## config.mk

```make
export PLATFORM = sky130hd
export DESIGN_NAME = ahb_dma_copy_master
export DESIGN_NICKNAME = d
export VERILOG_FILES = /design/src/rtl/ahb_pkg.sv /design/src/rtl/ahb_dma_copy_master.sv
export SDC_FILE = /design/constraint.sdc
export NUM_CORES = 1
export LEC_CHECK = 0
export CAP_MARGIN = 30
export CORE_MARGIN = 2
export CORE_UTILIZATION = 48
export DETAILED_ROUTE_END_ITERATION = 8
export HOLD_SLACK_MARGIN = 0.1
export PLACE_DENSITY_LB_ADDON = 0.12
export SLEW_MARGIN = 10
export SYNTH_ARGS = -nofsm -noshare
export SYNTH_HDL_FRONTEND = slang
export SYNTH_SLANG_ARGS = --single-unit
```

## constraint.sdc

```tcl
create_clock -name sys_root_clk -period 3 [get_ports sys_root_clk]
set_input_delay 0.3 -clock sys_root_clk [delete_from_list [all_inputs] [get_ports sys_root_clk]]
set_output_delay 0.3 -clock sys_root_clk [all_outputs]
set_load 0.02 [all_outputs]
```

## src/rtl/ahb_pkg.sv

```systemverilog
// AHB-Lite encodings shared by the DMA copy master, plus the copy FSM state type.
package ahb_pkg;

  localparam logic [1:0] HTRANS_IDLE   = 2'b00;
  localparam logic [1:0] HTRANS_NONSEQ = 2'b10;
  localparam logic [2:0] HSIZE_WORD    = 3'b010;
  localparam logic [2:0] HBURST_SINGLE = 3'b000;
  localparam logic       HRESP_OKAY    = 1'b0;
  localparam logic       HRESP_ERROR   = 1'b1;

  typedef enum logic [2:0] {
    ST_IDLE = 3'd0,
    ST_RD_A = 3'd1,
    ST_RD_D = 3'd2,
    ST_WR_A = 3'd3,
    ST_WR_D = 3'd4,
    ST_FIN  = 3'd5
  } dma_state_e;

endpackage

```

## src/rtl/ahb_dma_copy_master.sv

```systemverilog
// AHB-Lite master copying a block of words one SINGLE read/write pair at a time.
// Bus outputs are registered from the next-state decode so they align with the FSM.
module ahb_dma_copy_master
  import ahb_pkg::*;
#(
  parameter int         LEN_W     = 16,
  parameter logic [3:0] HPROT_VAL = 4'b0011
) (
  input  logic             sys_root_clk,
  input  logic             sys_root_rst,
  input  logic             start,
  input  logic [31:0]      cfg_src,
  input  logic [31:0]      cfg_dst,
  input  logic [LEN_W-1:0] cfg_len,
  input  logic             abort,
  output logic             busy,
  output logic             done,
  output logic             err,
  output logic [1:0]       htrans,
  output logic [2:0]       hburst,
  output logic [2:0]       hsize,
  output logic             hwrite,
  output logic [31:0]      haddr,
  output logic [3:0]       hprot,
  output logic             hmastlock,
  output logic [31:0]      hwdata,
  input  logic             hready,
  input  logic             hresp,
  input  logic [31:0]      hrdata
);

  localparam logic [LEN_W-1:0] CNT_ZERO = {LEN_W{1'b0}};
  localparam logic [LEN_W-1:0] CNT_ONE  = {{(LEN_W-1){1'b0}}, 1'b1};

  dma_state_e       state_r, state_s;
  logic [31:0]      src_ptr_r, src_ptr_s;
  logic [31:0]      dst_ptr_r, dst_ptr_s;
  logic [LEN_W-1:0] cnt_r, cnt_s;
  logic [31:0]      buf_r, buf_s;
  logic             err_r, err_s;
  logic [1:0]       htrans_r, htrans_s;
  logic             hwrite_r, hwrite_s;
  logic [31:0]      haddr_r, haddr_s;
  logic             busy_r, busy_s;
  logic             done_r, done_s;

  // Next-state, pointer, counter, buffer and error-flag logic.
  always_comb begin
    state_s   = state_r;
    src_ptr_s = src_ptr_r;
    dst_ptr_s = dst_ptr_r;
    cnt_s     = cnt_r;
    buf_s     = buf_r;
    err_s     = err_r;
    case (state_r)
      ST_IDLE: begin
        if (start) begin
          err_s = 1'b0;
          if (cfg_len != CNT_ZERO) begin
            src_ptr_s = {cfg_src[31:2], 2'b00};
            dst_ptr_s = {cfg_dst[31:2], 2'b00};
            cnt_s     = cfg_len;
            state_s   = ST_RD_A;
          end else begin
            state_s = ST_FIN;
          end
        end else begin
          state_s = ST_IDLE;
        end
      end
      ST_RD_A: begin
        if (hready) state_s = ST_RD_D;
        else        state_s = ST_RD_A;
      end
      ST_RD_D: begin
        if (!hready) begin
          state_s = ST_RD_D;
        end else if (hresp == HRESP_ERROR) begin
          err_s   = 1'b1;
          state_s = ST_FIN;
        end else begin
          buf_s   = hrdata;
          state_s = ST_WR_A;
        end
      end
      ST_WR_A: begin
        if (hready) state_s = ST_WR_D;
        else        state_s = ST_WR_A;
      end
      ST_WR_D: begin
        if (!hready) begin
          state_s = ST_WR_D;
        end else if (hresp == HRESP_ERROR) begin
          err_s   = 1'b1;
          state_s = ST_FIN;
        end else begin
          src_ptr_s = src_ptr_r + 32'd4;
          dst_ptr_s = dst_ptr_r + 32'd4;
          cnt_s     = cnt_r - CNT_ONE;
          // abort only takes effect once the current word is fully written
          if ((cnt_r == CNT_ONE) || abort) state_s = ST_FIN;
          else                             state_s = ST_RD_A;
        end
      end
      ST_FIN:  state_s = ST_IDLE;
      default: state_s = ST_IDLE;
    endcase
  end

  // Bus and status values for the coming cycle, decoded from the next state.
  always_comb begin
    htrans_s = HTRANS_IDLE;
    hwrite_s = 1'b0;
    haddr_s  = haddr_r;
    busy_s   = 1'b0;
    done_s   = 1'b0;
    case (state_s)
      ST_RD_A: begin
        htrans_s = HTRANS_NONSEQ;
        haddr_s  = src_ptr_s;
        busy_s   = 1'b1;
      end
      ST_WR_A: begin
        htrans_s = HTRANS_NONSEQ;
        hwrite_s = 1'b1;
        haddr_s  = dst_ptr_s;
        busy_s   = 1'b1;
      end
      ST_RD_D: busy_s = 1'b1;
      ST_WR_D: busy_s = 1'b1;
      ST_FIN:  done_s = 1'b1;
      ST_IDLE: done_s = 1'b0;
      default: done_s = 1'b0;
    endcase
  end

  // State, datapath and registered bus outputs.
  always_ff @(posedge sys_root_clk) begin
    if (sys_root_rst) begin
      state_r   <= ST_IDLE;
      src_ptr_r <= 32'h0000_0000;
      dst_ptr_r <= 32'h0000_0000;
      cnt_r     <= CNT_ZERO;
      buf_r     <= 32'h0000_0000;
      err_r     <= 1'b0;
      htrans_r  <= HTRANS_IDLE;
      hwrite_r  <= 1'b0;
      haddr_r   <= 32'h0000_0000;
      busy_r    <= 1'b0;
      done_r    <= 1'b0;
    end else begin
      state_r   <= state_s;
      src_ptr_r <= src_ptr_s;
      dst_ptr_r <= dst_ptr_s;
      cnt_r     <= cnt_s;
      buf_r     <= buf_s;
      err_r     <= err_s;
      htrans_r  <= htrans_s;
      hwrite_r  <= hwrite_s;
      haddr_r   <= haddr_s;
      busy_r    <= busy_s;
      done_r    <= done_s;
    end
  end

  // The read buffer doubles as HWDATA: it only changes on a read completion,
  // so it is stable throughout every write data phase.
  assign hwdata    = buf_r;
  assign htrans    = htrans_r;
  assign hwrite    = hwrite_r;
  assign haddr     = haddr_r;
  assign busy      = busy_r;
  assign done      = done_r;
  assign err       = err_r;
  assign hburst    = HBURST_SINGLE;
  assign hsize     = HSIZE_WORD;
  assign hprot     = HPROT_VAL;
  assign hmastlock = 1'b0;

endmodule

```

Word-level counts from Yosys, hierarchy flattened
Cells that the tools add are included.
{"block": "classes", "n_addsub": 3, "bitwise": 1, "muxes": 34, "n_reduce_logical": 12, "n_eq_ne": 16}
{"op": "$mux 32", "count": 8}
{"op": "$pmux 32 s2", "count": 3}
{"op": "$add 32x3->32 const B", "count": 2}
{"op": "$mux 16", "count": 4}
{"op": "$pmux 16 s2", "count": 1}
{"op": "$mux 3", "count": 8}
{"op": "$eq 16x1->1 const B", "count": 1}
{"op": "$reduce_bool 16->1", "count": 1}
{"op": "$sub 16x1->16 const B", "count": 1}
{"op": "$pmux 3 s5", "count": 1}
{"op": "$eq 3x2->1 const B", "count": 4}
{"op": "$eq 3x3->1 const B", "count": 3}
{"op": "$ne 2x2->1 const B", "count": 4}
{"op": "$eq 3x1->1 const B", "count": 2}
{"op": "$mux 1", "count": 6}
{"op": "$reduce_bool 2->1", "count": 3}
{"op": "$reduce_and 5->1", "count": 1}
{"op": "$mux 2", "count": 2}
{"op": "$ne 2x1->1 const B", "count": 2}
{"op": "$reduce_and 4->1", "count": 1}
{"op": "$reduce_or 2->1", "count": 2}
{"op": "$reduce_or 4->1", "count": 1}
{"op": "$logic_not 3->1", "count": 1}
{"op": "$reduce_and 3->1", "count": 1}
{"op": "3 further kinds", "count": 3}
{"block": "word_totals", "regBits": 153, "input_bits": 118, "out_inout_bits": 81, "wordCells": 77}

Depth between registers and ports, before layout
Gate-level depths: netlist (run 1).
{"block": "logic_depth", "ltp_word": 9, "depth_mapped": 10, "depth_no_buf": 9}

Least setup slack after synthesis (run 1)
No wires, ideal clock.
{"block": "synth_path", "kind": "register -> register", "startpoint": "register state_r[1]", "endpoint": "register haddr_r[13], in the netlist haddr[13]", "setup_slack_ns": 0.587, "setup_ns": 0.122, "path_stages_with_launch": 9, "arrival_time_ns": 2.291, "n_path_buf": 2, "path_cell_list": "dfxtp_1 > buf_2 > or3b_1 > buf_2 > or4_4 > or3_1 > a31oi_1 > a21oi_1 > a221o_1"}
{"block": "synth_between", "elab_chain_cells": 4}
{"item": "start, declared", "line": "ahb_dma_copy_master.sv:35", "rtl": "dma_state_e state_r, state_s;"}
{"item": "start signal, assigned", "line": "ahb_dma_copy_master.sv:152", "rtl": "state_r <= state_s;"}
{"item": "$eq 3x3->1, or another cell as far along", "line": "ahb_dma_copy_master.sv:55", "rtl": "case (state_r)"}
{"item": "$pmux 3 s5", "line": "ahb_dma_copy_master.sv:55"}
{"item": "$eq 3x2->1 / $eq 3x1->1 (equally long branches)", "line": "ahb_dma_copy_master.sv:117", "rtl": "case (state_s)"}
{"item": "$pmux 32 s2 / $reduce_bool 2->1 (equally long branches)"}
{"item": "end signal, assigned", "line": "ahb_dma_copy_master.sv:160", "rtl": "haddr_r <= haddr_s;"}
{"item": "end, declared", "line": "ahb_dma_copy_master.sv:43", "rtl": "logic [31:0] haddr_r, haddr_s;"}
Parallel ways exist; a longest one is shown, timed or not.
A chain may end at the register's enable or synchronous reset.

Worst setup path in the final report (run 1)
{"block": "layout_path", "startpoint": "input port cfg_len[0]", "endpoint": "register haddr_r[24], in the netlist haddr[24]"}
{"block": "layout_between", "elab_chain_cells": 6}
{"item": "start, declared", "line": "ahb_dma_copy_master.sv:14", "rtl": "input logic [LEN_W-1:0] cfg_len,"}
{"item": "$reduce_bool 16->1 *", "line": "ahb_dma_copy_master.sv:59", "rtl": "if (cfg_len != CNT_ZERO) begin"}
{"item": "$mux 3", "line": "ahb_dma_copy_master.sv:59"}
{"item": "$mux 3", "line": "ahb_dma_copy_master.sv:57", "rtl": "if (start) begin"}
{"item": "$pmux 3 s5", "line": "ahb_dma_copy_master.sv:55"}
{"item": "$eq 3x2->1 / $eq 3x1->1 (equally long branches)", "line": "ahb_dma_copy_master.sv:117"}
{"item": "$pmux 32 s2 / $reduce_bool 2->1 (equally long branches)"}
Mark *: on every way between the ends. The rest lies on a longest branch, timed or not.

==> metrics.md, run 1 <==
| Metric | Value |
|---|---|
| Row cnt | 47 |
| Max-cap violations | 0 |
| IO buf count | 182 |
| # hold bufs at CTS | 0 |
| Cells after Synth | 1,040 |
| Per-cell routed wire length | 19.2 um |
| Max Fclk | 0.386 GHz |
| RSZ-0062 raised after global routing | false |
| TNS Setup | 0 ns |
| Maximum vdd drop | 0.431 mV |
| Critical-path top delay cell | nor4_1 |
| Seq/Total Area, Yosys | 38.0% |
| Initial DRC Count | 920 |
| WP data required | 3.30 ns |
| Worst slew pin tran | 0.635 ns |
| Tot GR Track Use | 31.8% |
| Crit-path max cell delay | 0.47 ns |
| Crit. End Element | flop |
| Vias | 8,921 |
| Deepest clock path buffer count | 2 |
| Overall Power | 6.08 mW |
| Root buf cell | clkbuf_16 |
| Clock latency on the worst-skew pair | 0.43 ns |
| Worst setup SP type | input pin |
| Hold Slack | 0.412 ns |
| TritonCTS clock tree | built |
| Final setup viols | 0 |
| Worst-path clk slew | 0.06 ns |
| HPWL after DPL | 20.0 mm |
| Layout area overhead | 38.4% |
| Flops & latches, synth | 152 |
| Largest net degree at the start of global routing | 121 |
| Total die area | 17,700 um2 |
| GRT Residual Overflow | 0 |
| Reg2reg path depth | 9 |
| I/O pins | 199 |
| Core area | 16,500 um2 |
| Nets | 1,367 |
| Mean Syn Cell Area | 7.71 um2 |
| Power per cell area | 548 nW/um2 |
| Fin crit share | 86.3% |
| Final Max Slew Viols | 0 |
| Worst Path Arrival | 2.89 ns |
| Main flop type after synthesis | dfxtp_1 |
| Drt first pass iters | 5 |
| Post-Synthesis Cell Area | 8020 um2 |
| Starting Density | 48.7% |
| Vias in the first global route | 8,203 |
| First-pass GRT wire length | 44.5 mm |
| CP Max Fanout | 8 |
| H-tree depth | 4 |
| Worst Setup Path Type | input pin to flop |
| Antenna cells | 0 |
| Post-DRT Antenna Nets | 0 |
| Hold depth | 3 |
| DRT Wirelength | 28.3 mm |
| Crit-path cells | clkdlybuf4s50_1 -> buf_4 -> nor4_1 -> nand4_1 -> o221a_2 -> nand2_1 -> nor2_1 -> buf_4 -> a2111oi_0 |
| Yosys cell types | 71 |
| Die Span Y | 133 um |
| Synth Warn # | 0 |
| Most used cell, CP | buf_4 |
| Worst Hold Class | input pin to flop |
| TritonCTS Buffers | 17 |
| Fin. Hold Viols | 0 |
| EDFF count, synth | 0 |
| CTS Sinks | 152 |
| # Post-CTS Setup Buffers | 0 |
| Pleak | 4.12 nW |
| # resized after CTS | 0 |
| Fillcell total | 1,432 |
| Post-synth ARST share | 0% |
| Status | finished, final reports clean |
| Layout cells sized above 1 | 11.0% |
| Vias per inst | 6.04 |
| DRC Markers | 0 |
| Slew Limit Headroom | 57.6% |
| Crit path time final | 2.59 ns |
| Die width | 133 um |
| Number of antenna violations at the first check in global routing | 0 |
| Fin Clk Skew | 0.00587 ns |
| Gp weighted congestion | 0.975 |
-- stage by stage --
stage	setup WS (ns)	utilization (%)	std cells	instance area, um2
6_report	0.410	67.4	1478	11100
5_1_grt	0.136	67.4	1478	11100
4_1_cts	0.461	67.4	1478	11100
3_5_place_dp	0.0155	63.4	1446	10400
3_3_place_gp	0.0654	63.3	1445	10400
2_1_floorplan	0.587	-	1050	8050
-- cell families after synthesis --
kind of cell	share of synthesized area [%]
adders and majority gates	0.624
other	0.0937
xor gates and xnor gates	0.874
DFF	38.0
and+or+nand+nor	29.2
buffers and inverters	5.17
muxes	3.00
AOI/OAI and AO/OA	23.1
-- cell usage after synthesis, types with 9 or more instances --
library cell    n  area [um2]
a211oi_1       16         120
a21oi_1        80         400
a221o_1         9        90.1
a31oi_1        14        87.6
and2_1          9        56.3
and3_1         35         219
buf_4          13        97.6
clkbuf_1       63         236
dfxtp_1       152        3040
inv_1          12        45.0
mux2i_1        15         150
nand2_1       147         552
nand3_1        53         265
nand4_1        29         181
nor2_1        115         432
nor3_1         21         105
nor4_1         24         150
o211ai_1       10        75.1
o21ai_0        44         220
o221ai_1       20         175
-- flip-flops by register name, summed over array words and instances (netlist names) --
| signal | cells |
|---|---|
| state_r | 3 |
| err | 1 |
| cnt_r | 16 |
| busy | 1 |
| haddr | 32 |
| src_ptr_r | 32 |
| hwdata | 32 |
| htrans | 1 |
| done | 1 |
| hwrite | 1 |
| dst_ptr_r | 32 |
-- layer usage --
metal	routed length [um]	global-route usage, %	up-vias
li1	-	-	4244
met1	11900	42.5	4119
met2	12800	50.1	490
met3	2730	7.61	68
met4	897	11.6	0
met5	0	0	-
-- worst max-delay path: cells and delay by family --
| kind | cells | cell delay, ns |
|---|---|---|
| AO/OA/AOI/OAI | 2 | 0.74 |
| buffers and inverters | 3 | 0.74 |
| AND/OR/NAND/NOR | 4 | 1.10 |
-- power breakdown --
part / internal [mW] / leakage (nW) / switching, mW
clock network: 1.47 / 0.315 / 0.902
logic: 0.609 / 2.57 / 0.750
registers: 2.18 / 1.24 / 0.172
-- path summary, 6_finish.rpt --
path,start,endpoint,slack [ns]
worst max register to register,src_ptr_r[2]$_SDFF_PP0_,haddr[20]$_SDFFE_PP0P_,0.44
worst min register to register,hwdata[31]$_SDFFE_PP0P_,hwdata[31]$_SDFFE_PP0P_,0.45
worst min-delay path,hrdata[9],hwdata[9]$_SDFFE_PP0P_,0.41
worst max-delay path,cfg_len[0],haddr[24]$_SDFFE_PP0P_,0.41
-- cell usage in the layout, fill, tap and decap left out, types with 9 or more instances in the layout --
| cell type | count |
|---|---|
| mux2i_1 | 15 |
| a211oi_1 | 16 |
| o221ai_1 | 20 |
| o211ai_1 | 10 |
| nor2_1 | 113 |
| a31oi_1 | 14 |
| and2_1 | 9 |
| nand2_1 | 147 |
| nor3_1 | 20 |
| o21ai_0 | 44 |
| a221o_1 | 9 |
| clkdlybuf4s50_1 | 181 |
| and3_1 | 35 |
| nand3_1 | 53 |
| inv_1 | 12 |
| a21oi_1 | 80 |
| buf_4 | 75 |
| nand4_1 | 29 |
| conb_1 | 12 |
| dfxtp_1 | 152 |
| clkbuf_16 | 17 |
| nor4_1 | 24 |
-- cell type report --
cell class | instances | area [um2] | share of cell area (%)
sequential | 152 | 3040 | 27.4
tap | 220 | 275 | 2.48
inverter | 12 | 45.0 | 0.406
clock inverter | 12 | 190 | 1.71
clock buffer | 20 | 467 | 4.21
multi-input combinational | 802 | 4630 | 41.7
timing repair buffer | 260 | 2450 | 22.1
Note: power is estimated with default switching activity, not from simulation.
==> run 2, diff against run 1 <==
--- a/config.mk
+++ b/config.mk
@@ -11,6 +11,7 @@
 export DETAILED_ROUTE_END_ITERATION = 8
 export HOLD_SLACK_MARGIN = 0.1
 export PLACE_DENSITY_LB_ADDON = 0.12
+export REMOVE_ABC_BUFFERS = 1
 export SLEW_MARGIN = 10
 export SYNTH_ARGS = -nofsm -noshare
 export SYNTH_HDL_FRONTEND = slang
==> run 2 against run 1 <==
Effect of this change:
- die area is the same
- sequential share of layout area grew 0.090 points
- design area shrank 0.33%
- total power shrank 3.2%
- count of clock-buffer cells in the layout shrank 1
- register-to-register slack gained 0.08 ns
- combinational power is essentially flat
- maximum frequency shrank 0.39%
- largest cell class unchanged
- highest routed layer unchanged
==> metrics.md, run 2 (same netlist as run 1, synthesis figures left out) <==
| Metric | Value |
|---|---|
| Vias per inst | 6.14 |
| GR Layer Usage met2 | 48.4% |
| FF+latch area | 3040 um2 |
| DRT Wirelength | 28.5 mm |
| Nets | 1,366 |
| # resized after CTS | 0 |
| Max-cap violations | 0 |
| TritonCTS Buffers | 17 |
| Worst Hold Class | input pin to flop |
| Vias | 9,064 |
| Slack of the worst reg-to-reg path | 0.52 ns |
| # hold bufs at CTS | 0 |
| RSZ-0062 raised after global routing | false |
| HPWL after DPL | 20.1 mm |
| Drt first pass iters | 6 |
| Worst Path Arrival | 2.90 ns |
| DRC Markers | 0 |
| Critical-path top delay cell | or4_1 |
| Commonest cells after routing, fill and taps aside | clkdlybuf4s50_1 (181), dfxtp_1 (152), nand2_1 (147), nor2_1 (113), a21oi_1 (80) |
| Buf+Inv Stages, Crit Path | 4 |
| Total die area | 17,700 um2 |
| CP Max Fanout | 11 |
| Post-DRT Antenna Nets | 0 |
| Fin Clk Skew | 0.0112 ns |
| Max Fclk | 0.385 GHz |
| Die width | 133 um |
| Vias in the first global route | 8,007 |
| R2r endpoint | haddr[22]$_SDFFE_PP0P_ |
| Reg-to-Reg Start | state_r[2]$_SDFF_PP0_ |
| Overall Power | 5.89 mW |
| Multi-input combinational cell area | 4630 um2 |
| IO buf count | 182 |
| Worst Setup Path Type | input pin to flop |
| Core area | 16,500 um2 |
| Root buf cell | clkbuf_16 |
| Gp weighted congestion | 0.951 |
| WP data required | 3.29 ns |
| Deepest clock path buffer count | 2 |
| Final worst setup slack | 0.399 ns |
| Layout cells sized above 1 | 10.9% |
| Crit-path max cell delay | 0.58 ns |
| Top Family by Delay on Critical Path | buffers and inverters |
| CP Depth | 10 |
| Worst-path clk slew | 0.06 ns |
| Row cnt | 47 |
| # Post-CTS Setup Buffers | 0 |
| Pleak | 4.09 nW |
| Per-cell routed wire length | 19.3 um |
| Power per cell area | 532 nW/um2 |
| Worst slew pin tran | 0.665 ns |
| Fin crit share | 86.7% |
| Crit. End Element | flop |
| GR Util met3 | 5.75% |
| GRT Residual Overflow | 0 |
| Critical path endpoint | haddr[18]$_SDFFE_PP0P_ |
| Critical path startpoint | cfg_len[3] |
| Maximum vdd drop | 0.443 mV |
| I/O pins | 199 |
| Fin. Hold Viols | 0 |
| Post-layout util | 67.2% |
| M1 GR Usage | 44.0% |
| Most used cell, CP | buf_4 |
| Fillcell total | 1,436 |
| CTS Sinks | 152 |
| Final Max Slew Viols | 0 |
| Worst setup SP type | input pin |
| Layout area overhead | 38.0% |
| Tot GR Track Use | 31.4% |
| First-pass GRT wire length | 44.2 mm |
| Largest net degree at the start of global routing | 43 |
| Crit-path cells | clkdlybuf4s50_1 -> or4_1 -> o41ai_2 -> buf_4 -> nor2_2 -> buf_6 -> buf_4 -> o2bb2ai_1 -> a31oi_1 -> o221ai_1 |
| Crit path time final | 2.60 ns |
| Starting Density | 48.7% |
| H-tree depth | 4 |
| Number of antenna violations at the first check in global routing | 0 |
| Slew Limit Headroom | 55.3% |
| Status | finished, final reports clean |
| Antenna cells | 0 |
| Clock latency on the worst-skew pair | 0.43 ns |
| Final setup viols | 0 |
| Commonest non-fill, non-tap cell in the layout | clkdlybuf4s50_1 |
| TritonCTS clock tree | built |
| Setup WS pre-CTS | 0.00760 ns |
| Global routing's busiest layer | met2 |
| Die Span Y | 133 um |
| Initial DRC Count | 1,031 |
| Reg2reg path depth | 7 |
run 2: cell count changes in the layout (fill, tap and decap cells not counted):
cell and delta:
buf_8 -1, inv_8 -1, clkbuf_1 +1, bufinv_16 -2, clkbuf_8 -2, inv_6 +1
buf_4 -5, clkinvlp_4 +2, buf_12 +3, clkinv_2 +1, buf_6 +2
run 2: worst min-delay path by stage:
stage | end | slack [ns] | start | depth (start not counted)
final | dst_ptr_r[14]$_SDFF_PP0_ | 0.32 | sys_root_rst | 2
after global routing | dst_ptr_r[14]$_SDFF_PP0_ | 0.33 | sys_root_rst | 2
after CTS | dst_ptr_r[27]$_SDFF_PP0_ | 0.31 | sys_root_rst | 2
after detailed placement | hwdata[0]$_SDFFE_PP0P_ | 0.45 | hwdata[0]$_SDFFE_PP0P_ | 2
after global placement | hwdata[20]$_SDFFE_PP0P_ | 0.44 | hwdata[20]$_SDFFE_PP0P_ | 2
after floorplan | busy$_SDFF_PP0_ | 0.37 | sys_root_rst | 1
run 2: routing by layer:
metal,part of all wire [%],vias up
li1,-,4244
met1,42,4180
met2,44,559
met3,10,81
met4,3.5,0
met5,0,-
run 2: area by class of cell:
cell class                 instances  area share (%)
sequential                       152            27.5
clock buffer                      19            4.00
tap                              220            2.49
timing repair buffer             259            22.4
inverter                          12           0.407
clock inverter                    13            1.33
multi-input combinational        802            41.8
run 2: report_power, final:
part	switching (mW)	internal (mW)	total, mW
logic	0.751	0.623	1.37
registers	0.168	2.18	2.34
clock network	0.913	1.25	2.17
run 2: through the flow:
| step | instances | TNS (ns) | hold slack [ns] | area (um2) |
|---|---|---|---|---|
| 2_1_floorplan | 966 | -36.33 | 0.369 | 7680 |
| 4_1_cts | 1476 | 0 | 0.313 | 11000 |
| 3_5_place_dp | 1444 | 0 | 0.446 | 10500 |
| 5_1_grt | 1477 | 0 | 0.329 | 11100 |
| 3_3_place_gp | 1443 | 0 | 0.441 | 10400 |
| 6_report | 1477 | 0 | 0.317 | 11100 |
